$ cat config.mk
export PLATFORM = sky130hd
export DESIGN_NAME = sram_controller
export DESIGN_NICKNAME = d
export VERILOG_FILES = /design/src/rtl/sram_ctrl_pkg.sv /design/src/rtl/sram_controller.sv
export SDC_FILE = /design/constraint.sdc
export NUM_CORES = 1
export LEC_CHECK = 0
export BUFFER_PORTS_ARGS = -buffer_cell sky130_fd_sc_hd__buf_2
export CORE_MARGIN = 2
export CORE_UTILIZATION = 46
export CTS_BUF_LIST = sky130_fd_sc_hd__clkbuf_4
export DETAILED_ROUTE_END_ITERATION = 8
export GPL_ROUTABILITY_DRIVEN = 0
export HOLD_SLACK_MARGIN = 0.1
export PLACE_DENSITY_LB_ADDON = 0.1
export SLEW_MARGIN = 10
export SYNTH_ARGS = -nofsm -noshare
export SYNTH_HDL_FRONTEND = slang
export SYNTH_SLANG_ARGS = --single-unit
$ cat constraint.sdc
create_clock -name clk -period 1.8 [get_ports clk]
set_input_delay 0.27 -clock clk [delete_from_list [all_inputs] [get_ports clk]]
set_output_delay 0.27 -clock clk [all_outputs]
set_load 0.1 [all_outputs]
$ cat src/rtl/sram_ctrl_pkg.sv
// Shared types and constants for the asynchronous SRAM sequencing controller.
package sram_ctrl_pkg;

    localparam int ADDR_W = 18;
    localparam int DATA_W = 16;

    // Controller sequencing states
    typedef enum logic [2:0] {
        IDLE         = 3'd0,
        WR_SETUP     = 3'd1,
        WR_PULSE     = 3'd2,
        WR_VALID     = 3'd3,
        WR_DISABLE   = 3'd4,
        READ_ACCESS  = 3'd5,
        READ_VALID   = 3'd6,
        READ_DISABLE = 3'd7
    } state_t;

    // Strobe patterns, bit order {ce_n, oe_n, we_n, lb_n, ub_n}
    localparam logic [4:0] STROBE_OFF     = 5'b11111;
    localparam logic [4:0] STROBE_WR      = 5'b01000;
    localparam logic [4:0] STROBE_WR_HOLD = 5'b01100;
    localparam logic [4:0] STROBE_RD      = 5'b00100;

    // Largest of four cycle counts, used to size the shared phase counter
    function automatic int cyc_max4(input int a, input int b, input int c, input int d);
        int m;
        m = a;
        if (b > m) m = b;
        if (c > m) m = c;
        if (d > m) m = d;
        return m;
    endfunction

endpackage

$ cat src/rtl/sram_controller.sv
// Sequencer for a 256K x 16 asynchronous SRAM: latches one read or write
// request, walks the strobes through fixed-length setup/access/recovery
// phases and reports busy/valid to the host. The dq bus is never driven here.
module sram_controller #(
    parameter int ADDR_W             = sram_ctrl_pkg::ADDR_W,
    parameter int DATA_W             = sram_ctrl_pkg::DATA_W,
    parameter int READ_ACCESS_CYCLES = 12,
    parameter int WR_SETUP_CYCLES    = 4,
    parameter int WR_PULSE_CYCLES    = 6,
    parameter int DISABLE_CYCLES     = 2
) (
    input  logic              clk,
    input  logic              rst,
    input  logic              read_en,
    input  logic              wr_en,
    input  logic [ADDR_W-1:0] address_inputs,
    inout  wire  [DATA_W-1:0] dq,
    output logic              read_valid,
    output logic              wr_valid,
    output logic              read_busy,
    output logic              wr_busy,
    output logic [ADDR_W-1:0] address_out,
    output logic              ce_n,
    output logic              oe_n,
    output logic              we_n,
    output logic              lb_n,
    output logic              ub_n
);
    import sram_ctrl_pkg::*;

    localparam int MAX_CYC = cyc_max4(READ_ACCESS_CYCLES, WR_SETUP_CYCLES,
                                      WR_PULSE_CYCLES, DISABLE_CYCLES);
    localparam int CNT_W   = $clog2(MAX_CYC) + 1;

    localparam logic [CNT_W-1:0] CNT_MAX     = CNT_W'(MAX_CYC);
    localparam logic [CNT_W-1:0] RD_LAST     = CNT_W'(READ_ACCESS_CYCLES - 1);
    localparam logic [CNT_W-1:0] SETUP_LAST  = CNT_W'(WR_SETUP_CYCLES - 1);
    localparam logic [CNT_W-1:0] PULSE_LAST  = CNT_W'(WR_PULSE_CYCLES - 1);
    localparam logic [CNT_W-1:0] DIS_LAST    = CNT_W'(DISABLE_CYCLES - 1);

    // Registers carry power-on values so outputs are defined before any reset
    state_t            state_r      = IDLE;
    logic [CNT_W-1:0]  cnt_r        = {CNT_W{1'b0}};
    logic [4:0]        strobe_r     = STROBE_OFF;
    logic              rd_busy_r    = 1'b0;
    logic              rd_valid_r   = 1'b0;
    logic              wr_busy_r    = 1'b0;
    logic              wr_valid_r   = 1'b0;
    logic [ADDR_W-1:0] address_r    = {ADDR_W{1'b0}};

    state_t            state_next_s;
    logic [4:0]        strobe_next_s;
    logic              rd_busy_next_s;
    logic              rd_valid_next_s;
    logic              wr_busy_next_s;
    logic              wr_valid_next_s;

    // The SRAM (or the host) owns dq; this block only observes the bus
    assign dq = {DATA_W{1'bz}};

    assign {ce_n, oe_n, we_n, lb_n, ub_n} = strobe_r;
    assign read_busy   = rd_busy_r;
    assign read_valid  = rd_valid_r;
    assign wr_busy     = wr_busy_r;
    assign wr_valid    = wr_valid_r;
    assign address_out = address_r;

    // Next-state decision; enables are only looked at in IDLE and in the valid states
    always_comb begin
        state_next_s = state_r;
        case (state_r)
            IDLE: begin
                if (wr_en) begin
                    state_next_s = WR_SETUP;
                end else if (read_en) begin
                    state_next_s = READ_ACCESS;
                end else begin
                    state_next_s = IDLE;
                end
            end
            WR_SETUP: begin
                if (cnt_r == SETUP_LAST) state_next_s = WR_PULSE;
                else                     state_next_s = WR_SETUP;
            end
            WR_PULSE: begin
                if (cnt_r == PULSE_LAST) state_next_s = WR_VALID;
                else                     state_next_s = WR_PULSE;
            end
            WR_VALID: begin
                if (wr_en) state_next_s = WR_VALID;
                else       state_next_s = WR_DISABLE;
            end
            WR_DISABLE: begin
                if (cnt_r == DIS_LAST) state_next_s = IDLE;
                else                   state_next_s = WR_DISABLE;
            end
            READ_ACCESS: begin
                if (cnt_r == RD_LAST) state_next_s = READ_VALID;
                else                  state_next_s = READ_ACCESS;
            end
            READ_VALID: begin
                if (read_en) state_next_s = READ_VALID;
                else         state_next_s = READ_DISABLE;
            end
            READ_DISABLE: begin
                if (cnt_r == DIS_LAST) state_next_s = IDLE;
                else                   state_next_s = READ_DISABLE;
            end
            default: state_next_s = IDLE;
        endcase
    end

    // Output pattern for the state being entered, so every output leaves a flop
    always_comb begin
        strobe_next_s   = STROBE_OFF;
        rd_busy_next_s  = 1'b0;
        rd_valid_next_s = 1'b0;
        wr_busy_next_s  = 1'b0;
        wr_valid_next_s = 1'b0;
        case (state_next_s)
            IDLE: begin
                strobe_next_s = STROBE_OFF;
            end
            WR_SETUP, WR_DISABLE: begin
                strobe_next_s  = STROBE_OFF;
                wr_busy_next_s = 1'b1;
            end
            WR_PULSE: begin
                strobe_next_s  = STROBE_WR;
                wr_busy_next_s = 1'b1;
            end
            WR_VALID: begin
                strobe_next_s   = STROBE_WR_HOLD;
                wr_busy_next_s  = 1'b1;
                wr_valid_next_s = 1'b1;
            end
            READ_ACCESS: begin
                strobe_next_s  = STROBE_RD;
                rd_busy_next_s = 1'b1;
            end
            READ_VALID: begin
                strobe_next_s   = STROBE_RD;
                rd_busy_next_s  = 1'b1;
                rd_valid_next_s = 1'b1;
            end
            READ_DISABLE: begin
                strobe_next_s  = STROBE_OFF;
                rd_busy_next_s = 1'b1;
            end
            default: begin
                strobe_next_s = STROBE_OFF;
            end
        endcase
    end

    // State, phase counter, address latch and registered outputs
    always_ff @(posedge clk) begin
        if (rst) begin
            state_r    <= IDLE;
            cnt_r      <= {CNT_W{1'b0}};
            strobe_r   <= STROBE_OFF;
            rd_busy_r  <= 1'b0;
            rd_valid_r <= 1'b0;
            wr_busy_r  <= 1'b0;
            wr_valid_r <= 1'b0;
            address_r  <= {ADDR_W{1'b0}};
        end else begin
            state_r    <= state_next_s;
            strobe_r   <= strobe_next_s;
            rd_busy_r  <= rd_busy_next_s;
            rd_valid_r <= rd_valid_next_s;
            wr_busy_r  <= wr_busy_next_s;
            wr_valid_r <= wr_valid_next_s;
            // Counter restarts at every phase change and sticks at its ceiling
            if (state_next_s != state_r) begin
                cnt_r <= {CNT_W{1'b0}};
            end else if (cnt_r != CNT_MAX) begin
                cnt_r <= cnt_r + CNT_W'(1);
            end else begin
                cnt_r <= cnt_r;
            end
            // Address is captured only when a request is accepted
            if ((state_r == IDLE) && (state_next_s != IDLE)) begin
                address_r <= address_inputs;
            end else begin
                address_r <= address_r;
            end
        end
    end

endmodule

; ---- Word level (Yosys, flattened, before mapping)
; Cells that the tools add are included.
[totals]
regBits = 35
in_bits = 22
[classes]
add_sub_neg = 1
n_eq_ne = 20
muxes = 15
reduce_logical = 9
[op_table]
columns = op, count
row1 = 3-bit == test (second input constant), 8
row2 = 3-bit case mux with 8 select lines, 1
row3 = 5-bit case mux with 4 select lines, 1
row4 = 3-bit 2-to-1 mux, 5
row5 = 3-bit by 2-bit == test with 1-bit output (second input constant), 4
row6 = 4-bit OR reduction, 2
row7 = 3-bit by 1-bit == test with 1-bit output (second input constant), 2
row8 = 3-bit zero test, 2
row9 = 1-bit 2-to-1 mux, 6
row10 = 5-bit by 1-bit adder with 5-bit output (second input constant), 1
row11 = 5-bit by 1-bit == test with 1-bit output (second input constant), 1
row12 = 5-bit by 2-bit == test with 1-bit output (second input constant), 1
row13 = 5-bit by 3-bit == test with 1-bit output (second input constant), 1
row14 = 5-bit by 4-bit == test with 1-bit output (second input constant), 1
row15 = 5-bit by 4-bit inequality test with 1-bit output (second input constant), 1
row16 = 2-bit 2-to-1 mux, 2
row17 = 2-bit OR reduction, 2
row18 = 3-bit inequality test, 1
row19 = 3-bit nonzero test, 1
row20 = 3-bit OR reduction, 1
row21 = 1-bit logical AND, 1

; ---- Longest topological paths before layout
; Gate-level depths: netlist of the first run.
[depth]
depth_word = 6
depth_mapped = 9

; ---- Worst setup path before layout of the first run
; Ideal clock, no wire load.
[synth_timing]
path_kind = flip-flop to flip-flop
from = register cnt_r[1]
to = register address_r[10] (netlist: address_out[10])
setup_ns = 0.121
arrival_time_ns = 1.822
required_ns = 1.679
setup_slack_ns = -0.143
path_stages_with_launch = 10
n_path_buf = 2
period_less_slack_ns = 1.943
path_cell_list = dfxtp_1 inv_1 ha_1 or4b_4 o21a_1 nor2_4 a21oi_2 buf_6 buf_12 mux2i_1
[synth_via]
elab_chain_cells = 5
elab_cells_between_ends = 12
cone_classes = 4 x eq/ne / 6 x mux / 2 x reduce/logical
[synth_lines]
columns = item, line_no
row1 = start: declaration, sram_controller.sv:43  ; logic [CNT_W-1:0] cnt_r = {CNT_W{1'b0}};
row2 = start signal: assignment, sram_controller.sv:160  ; cnt_r <= {CNT_W{1'b0}};
row3 = start signal: assignment, sram_controller.sv:176  ; cnt_r <= {CNT_W{1'b0}};
row4 = start signal: assignment, sram_controller.sv:178  ; cnt_r <= cnt_r + CNT_W'(1);
row5 = 5-bit by 1-bit == test with 1-bit output (tied with other cells), "sram_controller.sv:94, sram_controller.sv:106"
row6 = 3-bit 2-to-1 mux (tied with other cells), sram_controller.sv:106  ; if (cnt_r == DIS_LAST) state_next_s = IDLE;
row7 = 3-bit case mux with 8 select lines (*), sram_controller.sv:71  ; case (state_r)
row8 = 3-bit nonzero test (*), sram_controller.sv:183  ; if ((state_r == IDLE) && (state_next_s != IDLE)) begin
row9 = 1-bit logical AND (*), sram_controller.sv:183
row10 = end signal: assignment, sram_controller.sv:166  ; address_r <= {ADDR_W{1'b0}};
row11 = end signal: assignment, sram_controller.sv:184  ; address_r <= address_inputs;
row12 = end signal: assignment, sram_controller.sv:186  ; address_r <= address_r;
row13 = end: declaration, sram_controller.sv:49  ; logic [ADDR_W-1:0] address_r = {ADDR_W{1'b0}};
; Every way passes the cells marked *; elsewhere a longest branch is shown, timed or not.
; A chain may end at the register's enable or synchronous reset.

; ---- Worst setup path in the final report of the first run
[layout_timing]
from = register cnt_r[1]
to = register rd_busy_r (netlist: read_busy)
[layout_via]
elab_chain_cells = 6
elab_cells_between_ends = 15
cone_classes = 7 x eq/ne / 7 x mux / 1 x reduce/logical
[layout_lines]
columns = item, line_no
row1 = 5-bit by 1-bit == test with 1-bit output (tied with other cells), "sram_controller.sv:94, sram_controller.sv:106"
row2 = 3-bit 2-to-1 mux (tied with other cells), sram_controller.sv:106
row3 = 3-bit case mux with 8 select lines (*), sram_controller.sv:71
row4 = 3-bit == test, sram_controller.sv:120  ; case (state_next_s)
row5 = 3-bit OR reduction (no line) (*), -
row6 = 1-bit 2-to-1 mux (*), sram_controller.sv:120
row7 = end signal: assignment, sram_controller.sv:170  ; rd_busy_r <= rd_busy_next_s;
row8 = end: declaration, sram_controller.sv:45  ; logic rd_busy_r = 1'b0;
; Marks and branches as above.

==> results.txt, run 1 <==
WS Path Type -> reg2reg
First-pass GRT wire length -> 6.31 mm
Latest clock arrival within the worst-skew pair -> 0.33 ns
DRT Wirelength -> 4.11 mm
Reg2Reg Depth -> 7
# rows -> 22
Core area -> 0.00374 mm²
# setup viols final -> 31
Largest net degree at the start of global routing -> 42
Final hold violations -> 0
Chip height -> 67.3 µm
Synth cell types -> 52
Hold Path End -> address_out[0]
Flop and latch count out of synthesis -> 33
CTS clk-pin slew, worst paths -> 0.10 ns
Worst Setup SP -> cnt_r[1]
Cell area power density -> 923 mW/mm²
RSZ-0062 raised after global routing -> true
Initial core utilization -> 49.2%
Synth Cell Area -> 0.00184 mm²
Layout area overhead -> 33.2%
CTS H-tree lvls -> 2
Achievable Freq -> 0.505 GHz
Max-cap viol count -> 0
Lkg Pwr -> 0.00114 µW
Dpl hpwl -> 2.98 mm
Antenna-violating nets left -> 0
Hold_sp -> address_inputs[0]
DRC viols -> 0
Final #Nets -> 294
Clk buf depth -> 2
DIE AREA -> 0.00452 mm²
Multi-input logic area -> 0.00113 mm²
Final Cycle Share -> 110%
Max-slew violations -> 0
Num CTS Buffers -> 5
Outcome -> finished with violations
Syn. warnings -> 0
Failing checks -> setup timing
Min-Delay Path Class -> in2reg
Final min period -> 1.98 ns
Via-to-Cell Ratio -> 5.07
Post-route setup slack -> -0.182 ns
Register area -> 668 µm²
Launching point of the worst reg2reg path -> cnt_r[1]
Layout cells sized above 1 -> 45.4%
Vias in the first global route -> 1,437
Sequential share of the synthesized area -> 35.9%
GRT Overall Usage -> 18.3%
Avg Cell Area, Syn -> 9.44 µm²
Post-synthesis instance total -> 195
WHS -> 0.184 ns
RR Endpoint -> read_busy
VDD IR-drop max -> 575 µV
TritonCTS clock tree -> built
Number of synthesized flops with an enable pin -> 0
Initial DRC Count -> 94
DRT Pass-1 Iters -> 4
Hold Crit Depth -> 3
I/O Buffers -> 48
Die W -> 67.3 µm
FILL cells -> 315
CTS root buf -> clkbuf_4
Worst Skew -> 0.00733 ns
Startpoint types -> flip-flop
Initial antenna violation count -> 0
Synth Flop Type -> dfxtp_1
CP arrival -> 2.21 ns
WL/cell -> 13.0 µm
Top Ports -> 65
CP Capture Type -> flip-flop
Final core utilization -> 65.5%
GRT overflow -> 0
Async set-reset flop share out of synthesis -> 0%
Vias -> 1,606
CTS Sinks -> 33
Worst EP required -> 2.03 ns
Critical path peak fanout -> 4
R2R Setup Slk -> -0.18 ns
Antenna Cells -> 0
[report_power, final]
part / internal, µW / total, µW / switching, µW / leakage, µW
Sequential: 795 / 831 / 36.6 / 0.000273
Combinational: 267 / 1040 / 773 / 0.000835
Clock: 157 / 392 / 235 / 0.0000292
[worst max-delay path, cell delays in order (launching register included)]
cell	delay, ns
dfxtp_2	0.34
inv_2	0.07
ha_4	0.13
or4b_4	0.48
mux2i_2	0.19
a31oi_2	0.16
or3_1	0.36
and2_1	0.17
[final cells by class]
class | instances | area share [%]
multi-input cells | 142 | 46.2
clock inverters | 1 | 0.153
clock buffers | 6 | 1.84
flip-flops and latches | 33 | 27.2
repair buffers | 82 | 21.3
inverters | 5 | 0.765
well taps | 48 | 2.45
[metrics by stage]
step	setup slack (ns)	power, µW	area, µm²	setup TNS [ns]	std cells
after floorplan	-0.100	1690	1930	-1.45	210
after global placement	-0.116	1810	2230	-2.07	304
after detailed placement	-0.173	1830	2230	-3.36	304
after CTS	-0.169	2240	2340	-1.86	313
after global routing	-0.271	2350	2450	-6.12	317
final	-0.182	2260	2450	-3.55	317
[cells in the final DEF, fill, tap and decap left out, types with 2 or more instances in the layout]
master and count:
buf_2 48, nor2_4 2, dfxtp_1 29, clkbuf_4 6
conb_1 16, and3b_1 2, o21ai_0 3, a21oi_2 2
xnor2_1 2, nand2b_1 36, buf_6 4, o311ai_0 2
dfxtp_2 3, nor2_1 9, inv_1 4, a21oi_1 3
nand3_1 3, or3_4 2, buf_4 29, mux2i_1 19
[Yosys cell counts, drive strengths merged (3+ instances only)]
library cell  instances  area (µm²)
buf                  26         203
nand2b               36         225
o21ai                 4        20.0
mux2i                20         200
or3                   3        23.8
inv                   5        18.8
clkbuf                4        15.0
ha                    3        37.5
a21oi                 6        33.8
nor2                 11        48.8
dfxtp                33         661
nand3                 4        20.0
and3b                 3        27.5
[logic make-up (layout without fill, tap and decap cells)]
| group | count (synthesis) | in the layout | share of synthesized area (%) |
|---|---|---|---|
| compound gates | 27 | 27 | 11.3 |
| xor+xnor | 3 | 3 | 1.43 |
| fa+ha+maj | 3 | 3 | 2.04 |
| buf+inv | 35 | 94 | 12.8 |
| flops | 33 | 33 | 35.9 |
| mux | 20 | 20 | 10.9 |
| other cells | 1 | 16 | 0.204 |
| simple gates | 73 | 73 | 25.4 |
[state kept, by name (all words and copies together), names as in the netlist]
register / count
address_out: 18
cnt_r: 5
state_r: 3
strobe_r: 3
read_busy: 1
read_valid: 1
wr_busy: 1
wr_valid: 1
[worst max-delay path by stage]
| stage | end | slack (ns) |
|---|---|---|
| CTS | wr_busy | -0.17 |
| global route | wr_busy | -0.27 |
| global placement | cnt_r[1] | -0.12 |
| detailed placement | cnt_r[3] | -0.17 |
| finish | read_busy | -0.18 |
| floorplan | address_out[10] | -0.10 |
[routing by layer]
layer	up-vias	routed length, µm	GRT usage, %
li1	785	-	-
met1	752	1800	22.3
met2	58	1990	31.4
met3	11	213	4.33
met4	0	98	6.89
met5	-	0	0
[timing repair]
action / in CTS / in global routing
endpoints found under the setup margin: 31 / 33
setup buffers: 2 / 4
pin swaps: 3 / 9
hold buffers: 0 / 0
resized for setup: 10 / 19
(Power assumes the default switching activity.)
==> run 2, diff against run 1 <==
CELL_PAD_IN_SITES_DETAIL_PLACEMENT = 1   (was default)
CELL_PAD_IN_SITES_GLOBAL_PLACEMENT = 1   (was default)
CORE_UTILIZATION = 34   (was 46)
==> results.txt, run 2 (synthesized netlist as in run 1, its figures left out) <==
Die W -> 77.6 µm
Core area -> 0.00517 mm²
DRT Pass-1 Iters -> 4
Clk buf depth -> 2
TritonCTS clock tree -> built
Launching point of the worst reg2reg path -> cnt_r[1]
# rows -> 26
CTS H-tree lvls -> 2
Vias -> 1,584
Initial antenna violation count -> 0
Non-Filler Instances -> 347
CP arrival -> 2.25 ns
Top delay family on crit path -> simple AND/OR/NAND/NOR gates
Hold Crit Depth -> 3
Antenna Cells -> 0
WP buf/inv -> 1
Initial DRC Count -> 37
Final #Nets -> 301
# setup viols final -> 31
Min-Delay Path Class -> in2reg
I/O Buffers -> 48
Commonest non-fill, non-tap cell in the layout -> buf_2
Crit path max-delay cell type -> or4b_4
CTS clk-pin slew, worst paths -> 0.11 ns
Achievable Freq -> 0.499 GHz
Layout cells sized above 1 -> 46.9%
Switching Share -> 46.3%
Max-cap viol count -> 0
Reg power frac -> 36.3%
Post-placement cell count -> 334
DRT Wirelength -> 4.56 mm
Net Switching -> 1060 µW
Final min period -> 2.00 ns
Top Ports -> 65
VDD IR-drop max -> 508 µV
Worst EP required -> 2.05 ns
DRC viols -> 0
Chip height -> 77.6 µm
Layout area overhead -> 39.8%
RR Endpoint -> wr_busy
Max FFs per register -> 18
Final Cycle Share -> 111%
First-pass GRT wire length -> 7.28 mm
Post-route setup slack -> -0.204 ns
Worst-path cell chain -> inv_4, ha_4, or4b_4, mux2i_4, a31oi_4, or4_4, a21oi_2
CP Capture Type -> flip-flop
Outcome -> finished with violations
Reg2Reg Depth -> 7
Vias in the first global route -> 1,594
DIE AREA -> 0.00602 mm²
Most frequent cells in the layout -> 48 x buf_2, 36 x nand2b_1, 32 x buf_4
Critical path peak fanout -> 5
Cell area power density -> 892 mW/mm²
WL/cell -> 13.1 µm
Dpl hpwl -> 3.24 mm
Largest net degree at the start of global routing -> 42
GRT Overall Usage -> 15.1%
Latest clock arrival within the worst-skew pair -> 0.32 ns
Via-to-Cell Ratio -> 4.56
CTS Sinks -> 33
Initial core utilization -> 35.6%
R2R Setup Slk -> -0.20 ns
RSZ-0062 raised after global routing -> true
Logic pwr share -> 46.1%
Lkg Pwr -> 0.00118 µW
GRT overflow -> 0
Max incr delay on CP -> 0.51 ns
WS Path Type -> reg2reg
CTS root buf -> clkbuf_4
Failing checks -> setup timing
Hold Path End -> address_out[12]
Worst Skew -> 0.0175 ns
Max-slew violations -> 0
Hold_sp -> address_inputs[12]
Total design power -> 2300 µW
Int Power -> 1230 µW
Antenna-violating nets left -> 0
Final hold violations -> 0
Num CTS Buffers -> 5
Startpoint types -> flip-flop
Clock power frac -> 17.7%
run 2: changes by cell type in the layout (fill, tap and decap cells not counted), sizes merged:
cell / before / now
buf: 82 / 89
clkinv: 1 / 2
run 2: worst max path at each step:
stage | start | end | cells past startpoint
3_3_place_gp | cnt_r[1] | read_busy | 7
2_1_floorplan | cnt_r[1] | address_out[10] | 9
3_5_place_dp | cnt_r[1] | read_busy | 7
4_1_cts | cnt_r[1] | read_busy | 7
6_report | cnt_r[1] | wr_busy | 7
5_1_grt | cnt_r[1] | wr_busy | 9
run 2: cell type report:
cell class | instances | area, µm²
Clock inverter | 2 | 10.0
Timing Repair Buffer | 89 | 599
Multi-Input combinational cell | 142 | 1140
Sequential cell | 33 | 671
Inverter | 5 | 21.3
Fill cell | 629 | 2600
Tap cell | 70 | 87.6
Clock buffer | 6 | 45.0
run 2: power by group through the flow:
stage | Sequential (µW) | Clock (µW) | Combinational [µW]
6_report | 832 | 406 | 1060
5_1_grt | 842 | 467 | 1110
4_1_cts | 831 | 427 | 1040
3_5_place_dp | 845 | 0 | 1010
3_3_place_gp | 844 | 0 | 1010
2_1_floorplan | 1230 | 0 | 459
run 2: per-layer routing:
| layer | wire (µm) | GRT usage, % |
|---|---|---|
| met2 | 2280 | 27.1 |
| met4 | 34 | 3.21 |
| met1 | 1990 | 17.1 |
| met5 | 0 | 0 |
| met3 | 250 | 5.58 |
run 2: timing repair:
action                     in CTS  in global routing
hold buffers                    0                  0
pin swaps                       5                  5
gates resized for setup        20                 15
setup endpoints to repair      31                 32
setup buffers                   7                  0
gates cloned                    0                  0
run 2: stage by stage:
step                util (%)  setup slack [ns]  setup TNS, ns  hold WS (ns)  instance area (µm²)
floorplan                  -            -0.100          -1.45         0.364                 1930
global placement        45.1            -0.231          -2.93         0.455                 2330
detailed placement      45.1            -0.224          -3.53         0.466                 2330
CTS                     48.3            -0.226          -3.85         0.173                 2500
global route            49.7            -0.278          -6.65         0.177                 2570
finish                  49.7            -0.204          -3.44         0.191                 2570
run 2: worst min-delay path, cell delays in order:
cell and delay, ns:
buf_2 0.10, nand2b_1 0.05, mux2i_1 0.06
